[config.mk]
export PLATFORM = sky130hd
export DESIGN_NAME = mbus_rd_ctl
export DESIGN_NICKNAME = d
export VERILOG_FILES = /design/src/rtl/mbus_rd_ctl.sv
export SDC_FILE = /design/constraint.sdc
export NUM_CORES = 1
export LEC_CHECK = 0
export ABC_AREA = 1
export BUFFER_PORTS_ARGS = -buffer_cell sky130_fd_sc_hd__buf_2
export CAP_MARGIN = 25
export CORE_ASPECT_RATIO = 1.25
export CORE_MARGIN = 2
export CORE_UTILIZATION = 43
export CTS_CLUSTER_DIAMETER = 50
export CTS_CLUSTER_SIZE = 12
export DETAILED_ROUTE_END_ITERATION = 8
export PLACE_DENSITY = 0.7
export SLEW_MARGIN = 20
export SYNTH_ARGS = -nofsm -noshare
export SYNTH_HDL_FRONTEND = slang
export SYNTH_SLANG_ARGS = --single-unit
export TNS_END_PERCENT = 30
[constraint.sdc]
create_clock -name clk -period 4 [get_ports clk]
set_input_delay 0.4 -clock clk [delete_from_list [all_inputs] [get_ports clk]]
set_output_delay 0.4 -clock clk [all_outputs]
set_load 0.02 [all_outputs]
[src/rtl/mbus_rd_ctl.sv]
// mbus_rd_ctl -- memory-bus read controller.
//
// Accepts a quadword read request from the CPU side, issues it to memory on
// phase A or phase B, collects the returned words and queues them in an
// 8-entry FIFO for the consumer. A request that is never acknowledged is
// aborted after NXM_TIMEOUT cycles with a one-cycle nxm pulse.
//
// Build option:
//   MBUS_PARITY_CHECK_EN  when defined, each captured word is tagged with a
//                         parity error flag (mbPar != ^mbData); when not
//                         defined the flag is always 0 and mbPar is unused.
//
// Ports:
//   clk, reset        single clock; asynchronous active-high reset
//   reqValid/Ready    CPU request handshake
//   reqAdr[21:0]      word address bits 14:35 (reqAdr[1:0] = bits 34:35)
//   reqRq[3:0]        word-request mask, reqRq[0] = first word of quadword
//   reqPhB            0 = phase A, 1 = phase B
//   mbAdr, mbRq       latched address / request mask presented to memory
//   mbAdrHold         address stable while a transfer is in progress
//   mbStartA/B        start strobe for the selected phase
//   mbAcknA/B         word acknowledge per phase
//   mbValidA/B        read data valid per phase
//   mbData, mbPar     read data and its parity bit
//   wdValid/Ready     consumer handshake on the word FIFO head
//   wdData/Wo/ParErr  head word, its offset within the quadword, parity flag
//   nxm               one-cycle pulse when a request times out
//
// State table:
//   state | meaning
//   IDLE  | no transfer; request may be accepted when FIFO has room for 4
//   START | start strobe asserted, waiting for ACKN of the selected phase
//   XFER  | acknowledged; capturing the remaining requested words
module mbus_rd_ctl #(
    parameter int NXM_TIMEOUT = 255
) (
    input  logic        clk,
    input  logic        reset,
    input  logic        reqValid,
    output logic        reqReady,
    input  logic [21:0] reqAdr,
    input  logic [3:0]  reqRq,
    input  logic        reqPhB,
    output logic [21:0] mbAdr,
    output logic        mbAdrHold,
    output logic [3:0]  mbRq,
    output logic        mbStartA,
    output logic        mbStartB,
    input  logic        mbAcknA,
    input  logic        mbAcknB,
    input  logic        mbValidA,
    input  logic        mbValidB,
    input  logic [35:0] mbData,
    input  logic        mbPar,
    output logic        wdValid,
    input  logic        wdReady,
    output logic [35:0] wdData,
    output logic [1:0]  wdWo,
    output logic        wdParErr,
    output logic        nxm
);

    typedef enum logic [1:0] {
        IDLE  = 2'd0,
        START = 2'd1,
        XFER  = 2'd2
    } state_t;

    // Timer counts 0 .. NXM_TIMEOUT-1 while in START; abort on the last value.
    localparam int TW = (NXM_TIMEOUT < 2) ? 1 : $clog2(NXM_TIMEOUT);
    localparam logic [TW-1:0] TIMER_LAST = TW'(NXM_TIMEOUT - 1);

    localparam int FIFO_W = 36 + 2 + 1;

    state_t          state;
    state_t          state_nxt;

    logic [21:0]     adr_q;
    logic [3:0]      rq_q;
    logic            phb_q;
    logic            start_a_q;
    logic            start_b_q;
    logic            nxm_q;

    // Working mask: bit 0 is the word slot currently on the bus.
    logic [3:0]      mask_q;
    logic [3:0]      mask_nxt;
    logic [1:0]      wo_q;
    logic [1:0]      wo_nxt;
    logic [TW-1:0]   timer_q;
    logic [TW-1:0]   timer_nxt;

    logic            accept;
    logic            ackn_sel;
    logic            valid_sel;
    logic            push;
    logic            pop;
    logic            abort;
    logic            par_err;
    logic            unused_bits;

    logic [FIFO_W-1:0] fifo_mem [8];
    logic [2:0]        wr_ptr;
    logic [2:0]        rd_ptr;
    logic [3:0]        count_q;
    logic [FIFO_W-1:0] head;

    // ------------------------------------------------------------------
    // Parity tagging
    // ------------------------------------------------------------------
`ifdef MBUS_PARITY_CHECK_EN
    assign par_err     = mbPar ^ (^mbData);
    assign unused_bits = reqRq[0];
`else
    assign par_err     = 1'b0;
    assign unused_bits = reqRq[0] ^ mbPar;
`endif

    // ------------------------------------------------------------------
    // Request side
    // ------------------------------------------------------------------
    // Accepting only with <=4 words queued guarantees a full quadword always
    // fits, so memory never needs to be stalled.
    assign reqReady = (state == IDLE) && (count_q <= 4'd4);
    assign accept   = reqValid && reqReady;

    // Only the selected phase is listened to; the other phase belongs to a
    // different requester.
    assign ackn_sel  = phb_q ? mbAcknB  : mbAcknA;
    assign valid_sel = phb_q ? mbValidB : mbValidA;

    // ------------------------------------------------------------------
    // FSM next state
    // ------------------------------------------------------------------
    always_comb begin
        state_nxt = state;
        mask_nxt  = mask_q;
        wo_nxt    = wo_q;
        timer_nxt = timer_q;
        push      = 1'b0;
        abort     = 1'b0;

        case (state)
            IDLE: begin
                if (accept) begin
                    state_nxt = START;
                    // Word 0 is always fetched regardless of reqRq[0].
                    mask_nxt  = {reqRq[3:1], 1'b1};
                    wo_nxt    = reqAdr[1:0];
                    timer_nxt = '0;
                end
            end

            START: begin
                if (ackn_sel) begin
                    push     = valid_sel;
                    mask_nxt = {1'b0, mask_q[3:1]};
                    wo_nxt   = wo_q + 2'd1;
                    if (mask_q[3:1] != 3'd0) begin
                        state_nxt = XFER;
                    end else begin
                        state_nxt = IDLE;
                    end
                end else if (timer_q == TIMER_LAST) begin
                    abort     = 1'b1;
                    state_nxt = IDLE;
                end else begin
                    timer_nxt = timer_q + TW'(1);
                end
            end

            XFER: begin
                // One word slot per cycle; unrequested slots are skipped.
                push     = mask_q[0] && valid_sel;
                mask_nxt = {1'b0, mask_q[3:1]};
                wo_nxt   = wo_q + 2'd1;
                if (mask_q[3:1] == 3'd0) begin
                    state_nxt = IDLE;
                end
            end

            default: begin
                state_nxt = IDLE;
            end
        endcase
    end

    // ------------------------------------------------------------------
    // FSM state register and working counters
    // ------------------------------------------------------------------
    always_ff @(posedge clk or posedge reset) begin
        if (reset) begin
            state   <= IDLE;
            mask_q  <= '0;
            wo_q    <= '0;
            timer_q <= '0;
        end else begin
            state   <= state_nxt;
            mask_q  <= mask_nxt;
            wo_q    <= wo_nxt;
            timer_q <= timer_nxt;
        end
    end

    // ------------------------------------------------------------------
    // Request latches, start strobes, nxm pulse
    // ------------------------------------------------------------------
    always_ff @(posedge clk or posedge reset) begin
        if (reset) begin
            adr_q     <= '0;
            rq_q      <= '0;
            phb_q     <= 1'b0;
            start_a_q <= 1'b0;
            start_b_q <= 1'b0;
            nxm_q     <= 1'b0;
        end else begin
            nxm_q <= abort;
            if (accept) begin
                adr_q     <= reqAdr;
                rq_q      <= {reqRq[3:1], 1'b1};
                phb_q     <= reqPhB;
                start_a_q <= !reqPhB;
                start_b_q <= reqPhB;
            end else if ((state == START) && (state_nxt != START)) begin
                // Leaving START by ACKN or by timeout drops the strobe.
                start_a_q <= 1'b0;
                start_b_q <= 1'b0;
            end
        end
    end

    assign mbAdr     = adr_q;
    assign mbRq      = rq_q;
    assign mbAdrHold = (state != IDLE);
    assign mbStartA  = start_a_q;
    assign mbStartB  = start_b_q;
    assign nxm       = nxm_q;

    // ------------------------------------------------------------------
    // Word FIFO
    // ------------------------------------------------------------------
    assign pop = wdValid && wdReady;

    always_ff @(posedge clk) begin
        if (push) begin
            fifo_mem[wr_ptr] <= {mbData, wo_q, par_err};
        end
    end

    always_ff @(posedge clk or posedge reset) begin
        if (reset) begin
            wr_ptr  <= '0;
            rd_ptr  <= '0;
            count_q <= '0;
        end else begin
            if (push) begin
                wr_ptr <= wr_ptr + 3'd1;
            end
            if (pop) begin
                rd_ptr <= rd_ptr + 3'd1;
            end
            case ({push, pop})
                2'b10:   count_q <= count_q + 4'd1;
                2'b01:   count_q <= count_q - 4'd1;
                default: count_q <= count_q;
            endcase
        end
    end

    // Storage is not reset; gating the head with wdValid keeps the outputs
    // at zero whenever the FIFO is empty, including straight after reset.
    assign head     = fifo_mem[rd_ptr];
    assign wdValid  = (count_q != 4'd0);
    assign wdData   = wdValid ? head[FIFO_W-1:3] : 36'd0;
    assign wdWo     = wdValid ? head[2:1]        : 2'd0;
    assign wdParErr = wdValid ? head[0]          : 1'b0;

endmodule

Word-level counts from Yosys, hierarchy flattened
Memory sizes are Yosys's and may differ from the RTL's.
Cells that the tools add are included.
{"block": "word_totals", "wordCells": 80, "n_memories": 1, "inputBits": 72, "ff_bits": 56, "output_inout_bits": 71, "ramBits": 304}
{"block": "classes", "n_lt_le_gt_ge": 1, "muxes": 32, "n_reduce_logical": 17, "n_eq_ne": 10, "addsub": 6}
{"name": "fifo_mem", "depth": 8, "word_bits": 38, "read_ports": 1, "rd_ports_with_merged_regs": 0, "write_ports": 1, "line": "102", "source": "logic [FIFO_W-1:0] fifo_mem [8];"}
{"cell": "$mux W36", "n": 1}
{"cell": "$mux W8", "n": 3}
{"cell": "$mux W2", "n": 8}
{"cell": "$pmux W8 S2", "n": 1}
{"cell": "$mux W1", "n": 12}
{"cell": "$pmux W2 S3", "n": 2}
{"cell": "$pmux W4 S3", "n": 1}
{"cell": "$add A8 B1 Y8 const B", "n": 1}
{"cell": "$eq A8 B8 Y1 const B", "n": 1}
{"cell": "$mux W4", "n": 2}
{"cell": "$ne A2 B2 Y1 const B", "n": 4}
{"cell": "$pmux W4 S2", "n": 1}
{"cell": "$reduce_bool A2 Y1", "n": 4}
{"cell": "$add A3 B1 Y3 const B", "n": 2}
{"cell": "$reduce_bool A3 Y1", "n": 2}
{"cell": "$logic_and A1 B1 Y1", "n": 5}
{"cell": "$add A4 B1 Y4 const B", "n": 1}
{"cell": "$eq A2 B1 Y1 const B", "n": 2}
{"cell": "$eq A2 B2 Y1 const B", "n": 2}
{"cell": "$le A4 B3 Y1 const B", "n": 1}
{"cell": "$reduce_and A4 Y1", "n": 1}
{"cell": "$reduce_bool A4 Y1", "n": 1}
{"cell": "$sub A4 B1 Y4 const B", "n": 1}
{"cell": "$logic_not A3 Y1", "n": 1}
{"cell": "6 further kinds", "n": 6}

Logic depth before layout (Yosys ltp)
Gate-level depths: netlist of run 1.
{"block": "depth", "depth_word": 9, "depth_mapped": 13, "mapped_depth_nobuf": 13}

Worst setup path after synthesis of run 1
OpenSTA, ideal clock, no wires.
{"block": "synth_timing", "path_kind": "register to register", "start": "register state[1]", "end": "memory fifo_mem[0][0] in the netlist's numbering (enable)", "arrival_time_ps": 2956, "path_buffers": 1, "synth_period_minus_slack_ps": 3389, "setup_time_ps": 433, "setup_slack_ps": 611, "required_ps": 3567, "stages_incl_launch_ff": 9, "path_cell_list": "dfrtp_1 inv_1 ha_1 buf_4 nand2_1 nand2_1 nand3_1 or2_2 nor2_1"}
{"block": "synth_between", "elab_chain_len": 4, "elab_cells_between_ends": 5, "classes_between": "eq/ne: 2; mux: 3"}
{"element": "start: declaration", "line": "75", "source": "state_t state;"}
{"element": "start signal: assignment", "line": "198", "source": "state <= state_nxt;"}
{"element": "$eq A2 B2 Y1 or $eq A2 B1 Y1 (tied branches)", "line": "143", "source": "case (state)"}
{"element": "$pmux W1 S2 *", "line": "143"}
{"element": "$mux W1 *", "line": "245", "source": "if (push) begin"}
{"element": "$mux W1 (implied by the code) *", "line": "246", "source": "fifo_mem[wr_ptr] <= {mbData, wo_q, par_err};"}
{"element": "end: declaration", "line": "102"}
Mark *: on every way between the ends. The rest lies on a longest branch, timed or not.

Worst setup path in the final report of run 1
{"block": "layout_timing", "start": "register rd_ptr[0]", "end": "output port wdData[31]"}
{"block": "layout_between", "elab_chain_len": 2}
{"element": "start: declaration", "line": "104", "source": "logic [2:0] rd_ptr;"}
{"element": "start signal: assignment", "line": "260", "source": "rd_ptr <= rd_ptr + 3'd1;"}
{"element": "$mem_v2 Z8 W38"}
{"element": "$mux W36", "line": "274", "source": "assign wdData = wdValid ? head[FIFO_W-1:3] : 36'd0;"}
{"element": "end: declaration", "line": "57", "source": "output logic [35:0] wdData,"}
Every way passes these cells.

==> impl_metrics.csv, run 1 <==
group,metric,value,unit
min_path,hp-class,"primary input to register",
yosys,ys_seq_area_share,72.48,%
worst_setup_path,startpoint_type,"register",
pwr,switchingPower,4.721,mW
pwr,p_sw_share,37.78,%
die,die_area,35280,um2
placed_design,placed_area,15700,um2
sta,finalSetupTns,0,ps
pwr,intPower,7.776,mW
cts,cts_setup_buffers,0,
global_routing,grt_pass1_vias,9551,
finish,nets,1408,
global_routing,grt_overflow,0,
sta,layout_min_cycle_time,3080,ps
die,start_util,43.49,%
cts,cts.sinks,360,
sta,timing.fmax,324.7,MHz
pwr,leakage,6.222,nW
yosys,synthXorXnorAreaFrac,0.7837,%
sta,setup_viol,0,
die,die_w,168.4,um
drt,drt_first_pass_iters,5,
global_routing,antenna_found_initial,3,
yosys,synth.avg_cell_area,12.23,um2
worst_setup_path,startpoint,"rd_ptr[0]",
worst_setup_path,cp.required,3600,ps
cts,cts_buffers,39,
yosys,yosys.area.top_type,"edfxtp_1",
placed_design,place_inst,1706,
yosys,syn-cell-area,14530,um2
die,io_pins,143,
sta,slew_headroom,52.28,%
yosys,synth_cells,1188,
placed_design,gp_routability_congestion,0.7894,
drt,drtAntennaViolNets,0,
cts,htreeDepth,2,
pwr,ir_worst_vdd,507.9,uV
drt,vias_per_cell,5.389,
sta,rsz0062_at_grt,"no",
pwr,p_per_area,740.8,nW/um2
worst_setup_path,cp_data_arrival_time,2680,ps
cts,clockBufferDepth,3,
global_routing,grt_pass1_wl,49.63,mm
finish,antennaDiodeCount,0,
finish,fill_cells,2789,
sta,tightest_slew,715.8,ps
cts,cts.clk_slew.worst_paths,60,ps
run_status,outcome,"finished clean",
run,drv_cap,0,
yosys,synth_nets,1271,
yosys,synth_compound_area_share,9.792,%
global_routing,grt_usage,17.85,%
drt,totalWireLength,31.63,mm
worst_setup_path,cp_max_fo,55,
min_path,hp-start,"reqAdr[20]",
finish,seq_area,10540,um2
drt,drt_iter0_drc,782,
finish,syn_to_final_growth,16.12,%
sta,fin_crit_sh,77.00,%
finish,multi_input_area,3606,um2
finish,design_area,16870,um2
pwr,clkPwrFrac,26.6,%
sta,hold_ws,71.87,ps
yosys,synthDistinctLibCells,36,
yosys,synth_top_area_share,62.84,%
pwr,comb_power_share,36.0,%
yosys,muxShareOfSynthArea,0,%
pwr,p_total,12.50,mW
cts,cts_root_buf,"clkbuf_16",
worst_setup_path,path_class,"register to output pin",
sta,clock-skew-final,19.56,ps
die,die_h,209.5,um
finish,final_cells,1763,
yosys,synth_top_family_by_area,"simple AND/OR/NAND/NOR gates",
drt,drc,0,
worst_setup_path,reg2reg_from,"state[1]",
cts,cts_tree,"done",
die,fp.coreArea,33410,um2
drt,dr_total_vias,9500,
cts,clk_latency,520,ps
worst_setup_path,end_kind,"output pin",
placed_design,port_buffers,139,
die,rows,75,
yosys,synthTopCellsByArea,"edfxtp_1, dfrtp_1, nor2_1, o32ai_1, o21ai_0",
yosys,yosys_warnings,0,
pwr,seqPwrFrac,37.4,%
yosys,ys_seq_elements,360,
sta,final_hold_viol_count,0,
yosys,yosys.area_share.simple,12.86,%
yosys,synth-adder-area-share,0.9474,%
placed_design,dp_hpwl,17.65,mm
finish,layout-drive-gt1-share,17.84,%
sta,slew_viol_final,0,
global_routing,grt_max_degree,154,
drt,wl_per_cell,17.94,um
cts,cts_resized,0,
==> area by class of cell <==
cell class	instances	area share, %
Clock buffer	45	6.104
Clock inverter	11	0.7936
Inverter	28	0.6378
Multi-Input combinational cell	730	21.38
Sequential cell	360	62.46
Tap cell	423	3.137
Timing Repair Buffer	166	5.488
==> sequential cells by signal (all words and copies together) (netlist names) <==
name      cells
nxm           1
mbStartB      1
wo_q          2
fifo_mem    304
mbRq          4
mask_q        4
phb_q         1
count_q       4
timer_q       8
rd_ptr        3
state         2
mbStartA      1
wr_ptr        3
mbAdr        22
==> per-stage QoR <==
stage | utilization, % | setup WS (ps)
6_report | 50.50 | 919.8
5_1_grt | 50.50 | 748.5
4_1_cts | 50.50 | 869.4
3_5_place_dp | 46.99 | 1072
3_3_place_gp | 46.99 | 1137
2_1_floorplan | - | 610.9
==> logic make-up (layout without fill, tap and decap cells) <==
family / count (synthesis) / in the layout
and+or+nand+nor: 484 / 484
buffers and inverters: 98 / 250
other: 1 / 1
xor gates and xnor gates: 13 / 13
AOI/OAI and AO/OA: 221 / 221
adders and majority gates: 11 / 11
DFF: 360 / 360
==> critical path, cell delays in order (launching register included) <==
cell	delay, ps
dfrtp_4	500
inv_4	430
buf_4	400
nor2_1	70
o32ai_1	250
o21ai_1	90
nor2_1	220
buf_2	210
==> Yosys cell counts <==
cell type / count
nor3_1: 3
buf_2: 31
nand2_4: 1
clkbuf_8: 1
edfxtp_1: 304
o21ai_1: 10
buf_1: 2
nand3_1: 13
buf_4: 5
o22ai_1: 1
a21oi_1: 4
inv_2: 2
xnor2_1: 3
o21ai_2: 1
o32ai_1: 76
conb_1: 1
o21a_1: 1
ha_1: 11
nor2_4: 1
clkbuf_1: 28
nor2_1: 323
a22oi_1: 1
nand2_1: 138
clkbuf_2: 1
nand3_2: 1
buf_6: 2
o31ai_1: 3
clkinv_1: 1
xor2_1: 10
a21oi_2: 1
dfrtp_1: 56
a31oi_1: 2
or2_2: 4
a22oi_2: 1
o21ai_0: 120
inv_1: 25
==> power groups by stage <==
stage	Sequential [mW]	Clock (mW)	Combinational, mW
6_report	4.67	3.32	4.50
5_1_grt	4.72	3.51	4.98
4_1_cts	4.67	3.38	4.54
3_5_place_dp	4.74	0	4.52
3_3_place_gp	4.73	0	4.41
2_1_floorplan	4.77	0	3.09
==> timing repair <==
item | 4_1_cts | 5_1_grt
hold endpoints to repair | 14 | 0
hold buffers | 1 | 0
setup endpoints to repair | 0 | 0
==> routing by layer <==
metal  vias to the layer above  routed length (um)  part of all wire, %  GRT usage, %
met5                         -                  42                 0.13             0
met3                        72                1943                  6.1         3.866
met2                       306               15890                   50         30.88
li1                       4484                   -                    -             -
met4                         6                 829                  2.6         6.361
met1                      4632               12920                   41         22.18
==> layout by cell type (no fill, tap or decap), drive strengths merged, types with 3 or more instances in the layout <==
master,n
nor2,324
edfxtp,304
buf,165
nand2,139
o21ai,131
o32ai,76
dfrtp,56
clkbuf,45
inv,31
nand3,14
ha,11
xor2,10
a21oi,5
clkinv,5
or2,4
o31ai,3
nor3,3
xnor2,3
==> worst paths after layout <==
kind                                  endpoint  slack [ps]  depth (start not counted)
worst max register to register  fifo_mem[5][3]        1120                          9
worst min-delay path                 mbAdr[20]          70                          3
min in group asynchronous            rd_ptr[1]         400                          3
worst max-delay path                wdData[31]         920                          7
max in group asynchronous           timer_q[2]        2760                          4
worst min register to register       mbAdr[16]         470                          2
Power figures use the tool's default switching activity.
==> inputs of run 2 (changes only) <==
--- a/config.mk
+++ b/config.mk
@@ -14,7 +14,7 @@
 export CTS_CLUSTER_DIAMETER = 50
 export CTS_CLUSTER_SIZE = 12
 export DETAILED_ROUTE_END_ITERATION = 8
-export PLACE_DENSITY = 0.7
+export PLACE_DENSITY = 0.72
 export SLEW_MARGIN = 20
 export SYNTH_ARGS = -nofsm -noshare
 export SYNTH_HDL_FRONTEND = slang
==> constraint.sdc (replaced) <==
create_clock -name clk -period 2.7 [get_ports clk]
set_input_delay 0.27 -clock clk [delete_from_list [all_inputs] [get_ports clk]]
set_output_delay 0.27 -clock clk [all_outputs]
set_load 0.02 [all_outputs]
==> run 2 against run 1 <==
Effect of this change: sequential share of layout area down 2.2 points; largest cell class unchanged; clock skew down 4.4 ps; global-route usage up 0.56 points; worst hold slack worse by 53 ps; first-iteration DRC count up 7.5%; routed wire length up 4.0%; non-clock buffer count up 40.
==> impl_metrics.csv, run 2 (synthesized netlist as in run 1, its figures left out) <==
group,metric,value,unit
placed_design,port_buffers,139,
sta,layout_min_cycle_time,2594,ps
sta,final_hold_viol_count,0,
sta,rsz0062_at_grt,"no",
cts,htreeDepth,2,
cts,cts_root_buf,"clkbuf_16",
finish,mostFrequentLayoutCell,"nor2_1",
cts,cts.clk_slew.worst_paths,60,ps
die,die_area,35280,um2
die,rows,75,
sta,tightest_slew,613.9,ps
sta,clock-skew-final,15.13,ps
worst_setup_path,r2r_cells,7,
sta,setup_viol,0,
cts,cts_tree,"done",
finish,syn_to_final_growth,20.36,%
pwr,leakage,6.465,nW
finish,multi_input_area,3613,um2
worst_setup_path,cp_data_arrival_time,2320,ps
worst_setup_path,reg2reg_from,"state[0]",
drt,drc,0,
cts,cts.sinks,360,
die,io_pins,143,
run_status,outcome,"finished clean",
global_routing,grt_max_degree,78,
die,die_h,209.5,um
sta,hold_ws,18.97,ps
placed_design,gp_routability_congestion,0.7557,
drt,wl_per_cell,18.14,um
worst_setup_path,rrSetupSlack,260,ps
die,fp.coreArea,33410,um2
finish,fill_cells,2749,
worst_setup_path,startpoint_type,"register",
cts,clk_latency,520,ps
placed_design,dp_hpwl,18.49,mm
worst_setup_path,path_class,"register to output pin",
sta,slew_viol_final,0,
global_routing,grt_usage,18.41,%
finish,seq_area,10540,um2
die,die_w,168.4,um
run,drv_cap,0,
min_path,hp-start,"mbData[26]",
sta,timing.fmax,385.5,MHz
drt,dr_total_vias,9745,
cts,clockBufferDepth,3,
sta,slew_headroom,59.07,%
drt,totalWireLength,32.88,mm
sta,fin_crit_sh,96.06,%
sta,finalWorstSetupSlack,106.3,ps
drt,drt_iter0_drc,841,
finish,layout-drive-gt1-share,18.17,%
finish,top_register,"fifo_mem",
global_routing,antenna_found_initial,5,
global_routing,grt_pass1_wl,50.77,mm
die,start_util,43.49,%
worst_setup_path,worstReg2RegEnd,"fifo_mem[1][30]",
min_path,hp-class,"primary input to register",
finish,largest_register_ffs,304,
drt,vias_per_cell,5.375,
global_routing,grt_overflow,0,
min_path,holdPathEnd,"fifo_mem[7][28]",
finish,nets,1447,
placed_design,dpl_worst_slack,257.9,ps
worst_setup_path,end_kind,"output pin",
cts,cts_buffers,38,
drt,drt_first_pass_iters,5,
finish,final_cell_mix,"nor2_1, edfxtp_1, buf_2",
pwr,ir_worst_vdd,674.5,uV
min_path,min_path_cells,1,
global_routing,grt_pass1_vias,9580,
worst_setup_path,cp_max_fo,14,
drt,drtAntennaViolNets,0,
pwr,p_per_area,1084,nW/um2
worst_setup_path,cp.required,2430,ps
==> run 2: stage by stage <==
| stage | util, % | TNS [ps] | total power [mW] | std cells | cell area [um2] |
|---|---|---|---|---|---|
| 4_1_cts | 52.19 | 0 | 18.98 | 1808 | 17440 |
| 6_report | 52.34 | 0 | 18.95 | 1813 | 17490 |
| 5_1_grt | 52.33 | 0 | 20.05 | 1812 | 17480 |
| 3_3_place_gp | 47.65 | 0 | 13.67 | 1714 | 15920 |
| 2_1_floorplan | - | -89900 | 11.65 | 1188 | 14550 |
| 3_5_place_dp | 47.65 | 0 | 13.86 | 1714 | 15920 |
==> run 2: where the power goes <==
part | switching [mW] | internal (mW) | total, mW
sequential | 0.367 | 6.50 | 6.87
clock | 2.01 | 2.90 | 4.92
combinational | 4.75 | 2.42 | 7.17
==> run 2: layer usage <==
layer / part of all wire (%) / vias to the layer above / GRT usage (%) / routed length [um]
met5: 0.040 / - / 0 / 13
met4: 3.0 / 2 / 6.629 / 1001
met3: 6.3 / 79 / 3.621 / 2081
met2: 51 / 358 / 32.47 / 16650
met1: 40 / 4725 / 22.52 / 13130
li1: - / 4581 / - / -
==> run 2: area by class of cell <==
type,instances,share of cell area (%)
clock buffer,57,6.268
clock inverter,6,0.4079
timing repair buffer,206,8.651
tap,423,3.027
inverter,28,0.6726
antenna,3,0.04293
multi-input combinational,730,20.67
sequential,360,60.26
==> run 2: critical path: stages (launching register included) <==
cell     delay (ps)
dfrtp_4         520
buf_4           240
buf_6           200
nor2_1           60
o32ai_1         300
o21ai_1         110
nor2_2          170
buf_2           190
==> run 2: worst max-delay path by stage <==
stage / start / end / slack [ps]
floorplan: state[1] / fifo_mem[1][0] / -560
global placement: state[0] / fifo_mem[1][6] / 330
detailed placement: state[0] / fifo_mem[1][7] / 260
CTS: rd_ptr[0] / wdData[19] / 3
global route: rd_ptr[1] / wdData[16] / 20
finish: rd_ptr[0] / wdData[30] / 110
==> run 2: timing repair <==
action / CTS / global route
cloned: 0 / 1
buffers inserted: 3 / 1
pin swaps: 1 / 0
endpoints found under the hold margin: 92 / 0
resized for setup: 5 / 3
hold buffers: 28 / 0
setup endpoints to repair: 30 / 8
==> inputs of run 3 (changes only) <==
--- a/config.mk
+++ b/config.mk
@@ -6,9 +6,9 @@
 export NUM_CORES = 1
 export LEC_CHECK = 0
 export ABC_AREA = 1
+export ABC_CLOCK_PERIOD_IN_PS = 2700
 export BUFFER_PORTS_ARGS = -buffer_cell sky130_fd_sc_hd__buf_2
 export CAP_MARGIN = 25
-export CORE_ASPECT_RATIO = 1.25
 export CORE_MARGIN = 2
 export CORE_UTILIZATION = 43
 export CTS_CLUSTER_DIAMETER = 50
==> constraint.sdc (replaced) <==
create_clock -name clk -period 2.7 [get_ports clk]
set_input_delay 0 -clock clk [delete_from_list [all_inputs] [get_ports clk]]
set_output_delay 0 -clock clk [all_outputs]
set_load 0.02 [all_outputs]
==> run 3 against run 2 <==
Effect of this change: worst setup slack improved by 110 ps; critical path depth down 1; first-iteration DRC count decreased by 3.0%; clock-buffer cell count is 4 lower.
==> impl_metrics.csv, run 3 (synthesized netlist as in run 1, its figures left out) <==
group,metric,value,unit
finish,top_register,"fifo_mem",
finish,layout-drive-gt1-share,17.81,%
finish,final_util,53.55,%
worst_setup_path,startpoint_type,"register",
finish,nets,1486,
worst_setup_path,cp_data_arrival_time,2480,ps
pwr,seqPwrFrac,36.1,%
finish,syn_to_final_growth,22.98,%
cts,cts_buffers,42,
sta,final_hold_viol_count,0,
cts,cts.sinks,360,
pwr,ir_worst_vdd,585.1,uV
drt,drt_first_pass_iters,7,
finish,multi_input_area,3606,um2
worst_setup_path,cp_top_family,"buffers and inverters",
worst_setup_path,slowest_stage,"buf_12",
worst_setup_path,worstPathCellList,"buf_12 > nor2_1 > o32ai_1 > o21ai_0 > nor2_1 > buf_2",
drt,totalWireLength,33.42,mm
worst_setup_path,rrSetupSlack,320,ps
die,die_h,187.8,um
sta,tightest_slew,676.9,ps
sta,setup_viol,0,
cts,cts_tree,"done",
sta,slew_headroom,54.87,%
worst_setup_path,cp.required,2700,ps
global_routing,antenna_found_initial,0,
finish,final_cell_mix,"nor2_1, edfxtp_1, buf_2",
global_routing,grt_overflow,0,
sta,timing.fmax,403.2,MHz
finish,largest_register_ffs,304,
worst_setup_path,cp_max_fo,153,
finish,design_area,17870,um2
sta,layout_min_cycle_time,2480,ps
global_routing,grt-busiest-layer,"met2",
pwr,leakage,6.629,nW
worst_setup_path,slowest_delay,470,ps
run,drv_cap,0,
pwr,p_sw_share,37.81,%
die,io_pins,143,
finish,fill_cells,2774,
worst_setup_path,cp_num_buf_inv,2,
pwr,intPower,11.88,mW
die,die_area,35270,um2
sta,slew_viol_final,0,
cts,clockBufferDepth,3,
placed_design,placed_area,15900,um2
worst_setup_path,path_class,"register to output pin",
placed_design,port_buffers,139,
placed_design,dp_hpwl,18.60,mm
sta,rsz0062_at_grt,"no",
global_routing,grt_pass1_vias,10173,
cts,cts.clk_slew.worst_paths,60,ps
pwr,clkPwrFrac,27.7,%
cts,cts_root_buf,"clkbuf_16",
die,fp.coreArea,33360,um2
global_routing,use_met2,31.62,%
placed_design,gp_routability_congestion,0.7869,
finish,antennaDiodeCount,0,
min_path,hp-class,"primary input to register",
die,die_w,187.8,um
drt,dr_total_vias,9927,
finish,mostFrequentLayoutCell,"nor2_1",
drt,drc,0,
drt,drt_iter0_drc,816,
finish,seq_area,10540,um2
worst_setup_path,cp_common_cell,"nor2_1",
sta,fin_crit_sh,91.86,%
global_routing,grt_usage,18.66,%
global_routing,grt_use_met1,24.21,%
global_routing,use_met3,3.949,%
die,start_util,43.54,%
sta,clock-skew-final,25.55,ps
pwr,p_per_area,1070,nW/um2
run_status,outcome,"finished clean",
die,rows,67,
cts,htreeDepth,2,
drt,vias_per_cell,5.297,
cts,clk_latency,530,ps
global_routing,grt_max_degree,154,
worst_setup_path,end_kind,"output pin",
drt,drtAntennaViolNets,0,
global_routing,grt_pass1_wl,52.81,mm
pwr,comb_power_share,36.2,%
drt,wl_per_cell,17.83,um
pwr,switchingPower,7.226,mW
[run 3: cell types whose count changed in the layout (fill, tap and decap cells not counted), moves of 2 or more]
cell           delta
diode_2           -3
buf_16            -3
inv_6             +4
inv_8             +2
buf_4             +2
nor2_1            +3
nor2_2            -3
clkinv_2          +2
clkbuf_1          -5
dlygate4sd3_1    +39
[run 3: timing repair]
item / CTS / global route
buffers inserted: 0 / 1
endpoints found under the hold margin: 381 / 0
setup endpoints to repair: 0 / 4
resized for setup: 0 / 0
hold buffers: 67 / 0
[run 3: final timing paths]
path	from	to	cells past startpoint
max	rd_ptr[0]	wdData[16]	6
min	reqValid	wo_q[0]	5
max reg2reg	state[0]	fifo_mem[6][20]	6
min reg2reg	mbAdr[15]	mbAdr[15]	2
max in group asynchronous	reset	rd_ptr[0]	5
min in group asynchronous	reset	mbAdr[15]	4
[run 3: worst register-to-register path, delay by kind of cell (launching register included)]
kind | cells | cell delay (ps)
adders and majority gates | 1 | 370
buffers and inverters | 2 | 350
and+or+nand+nor | 3 | 970
DFF | 1 | 380
[run 3: layout make-up]
cell class / instances / area share, %
Tap cell: 448 / 3.137
Clock buffer: 53 / 6.233
Sequential cell: 360 / 58.98
Inverter: 28 / 0.6023
Multi-Input combinational cell: 730 / 20.18
Clock inverter: 14 / 0.9034
Timing Repair Buffer: 241 / 9.959
[run 3: metrics by stage]
| stage | TNS [ps] | setup slack [ps] | power, mW | hold WS (ps) | cells |
|---|---|---|---|---|---|
| floorplan | -89900 | -561.2 | 11.65 | 98.87 | 1188 |
| global placement | 0 | 337.8 | 13.58 | -17.62 | 1739 |
| detailed placement | 0 | 302.9 | 13.74 | -10.60 | 1739 |
| CTS | 0 | 101.6 | 19.13 | 12.80 | 1873 |
| global route | 0 | 55.51 | 20.21 | 72.15 | 1874 |
| finish | 0 | 219.7 | 19.11 | 32.66 | 1874 |
[run 3: metal layers]
metal | wire length (um) | vias to the layer above
li1 | - | 4652
met1 | 14000 | 4828
met2 | 16210 | 382
met3 | 2522 | 65
met4 | 691 | 0
met5 | 0 | -
[run 3: power groups by stage]
stage	clock network (mW)	logic [mW]	registers, mW
floorplan	0	4.59	7.06
global placement	0	6.56	7.02
detailed placement	0	6.71	7.02
CTS	5.39	6.82	6.93
global route	5.59	7.66	6.95
finish	5.30	6.92	6.89
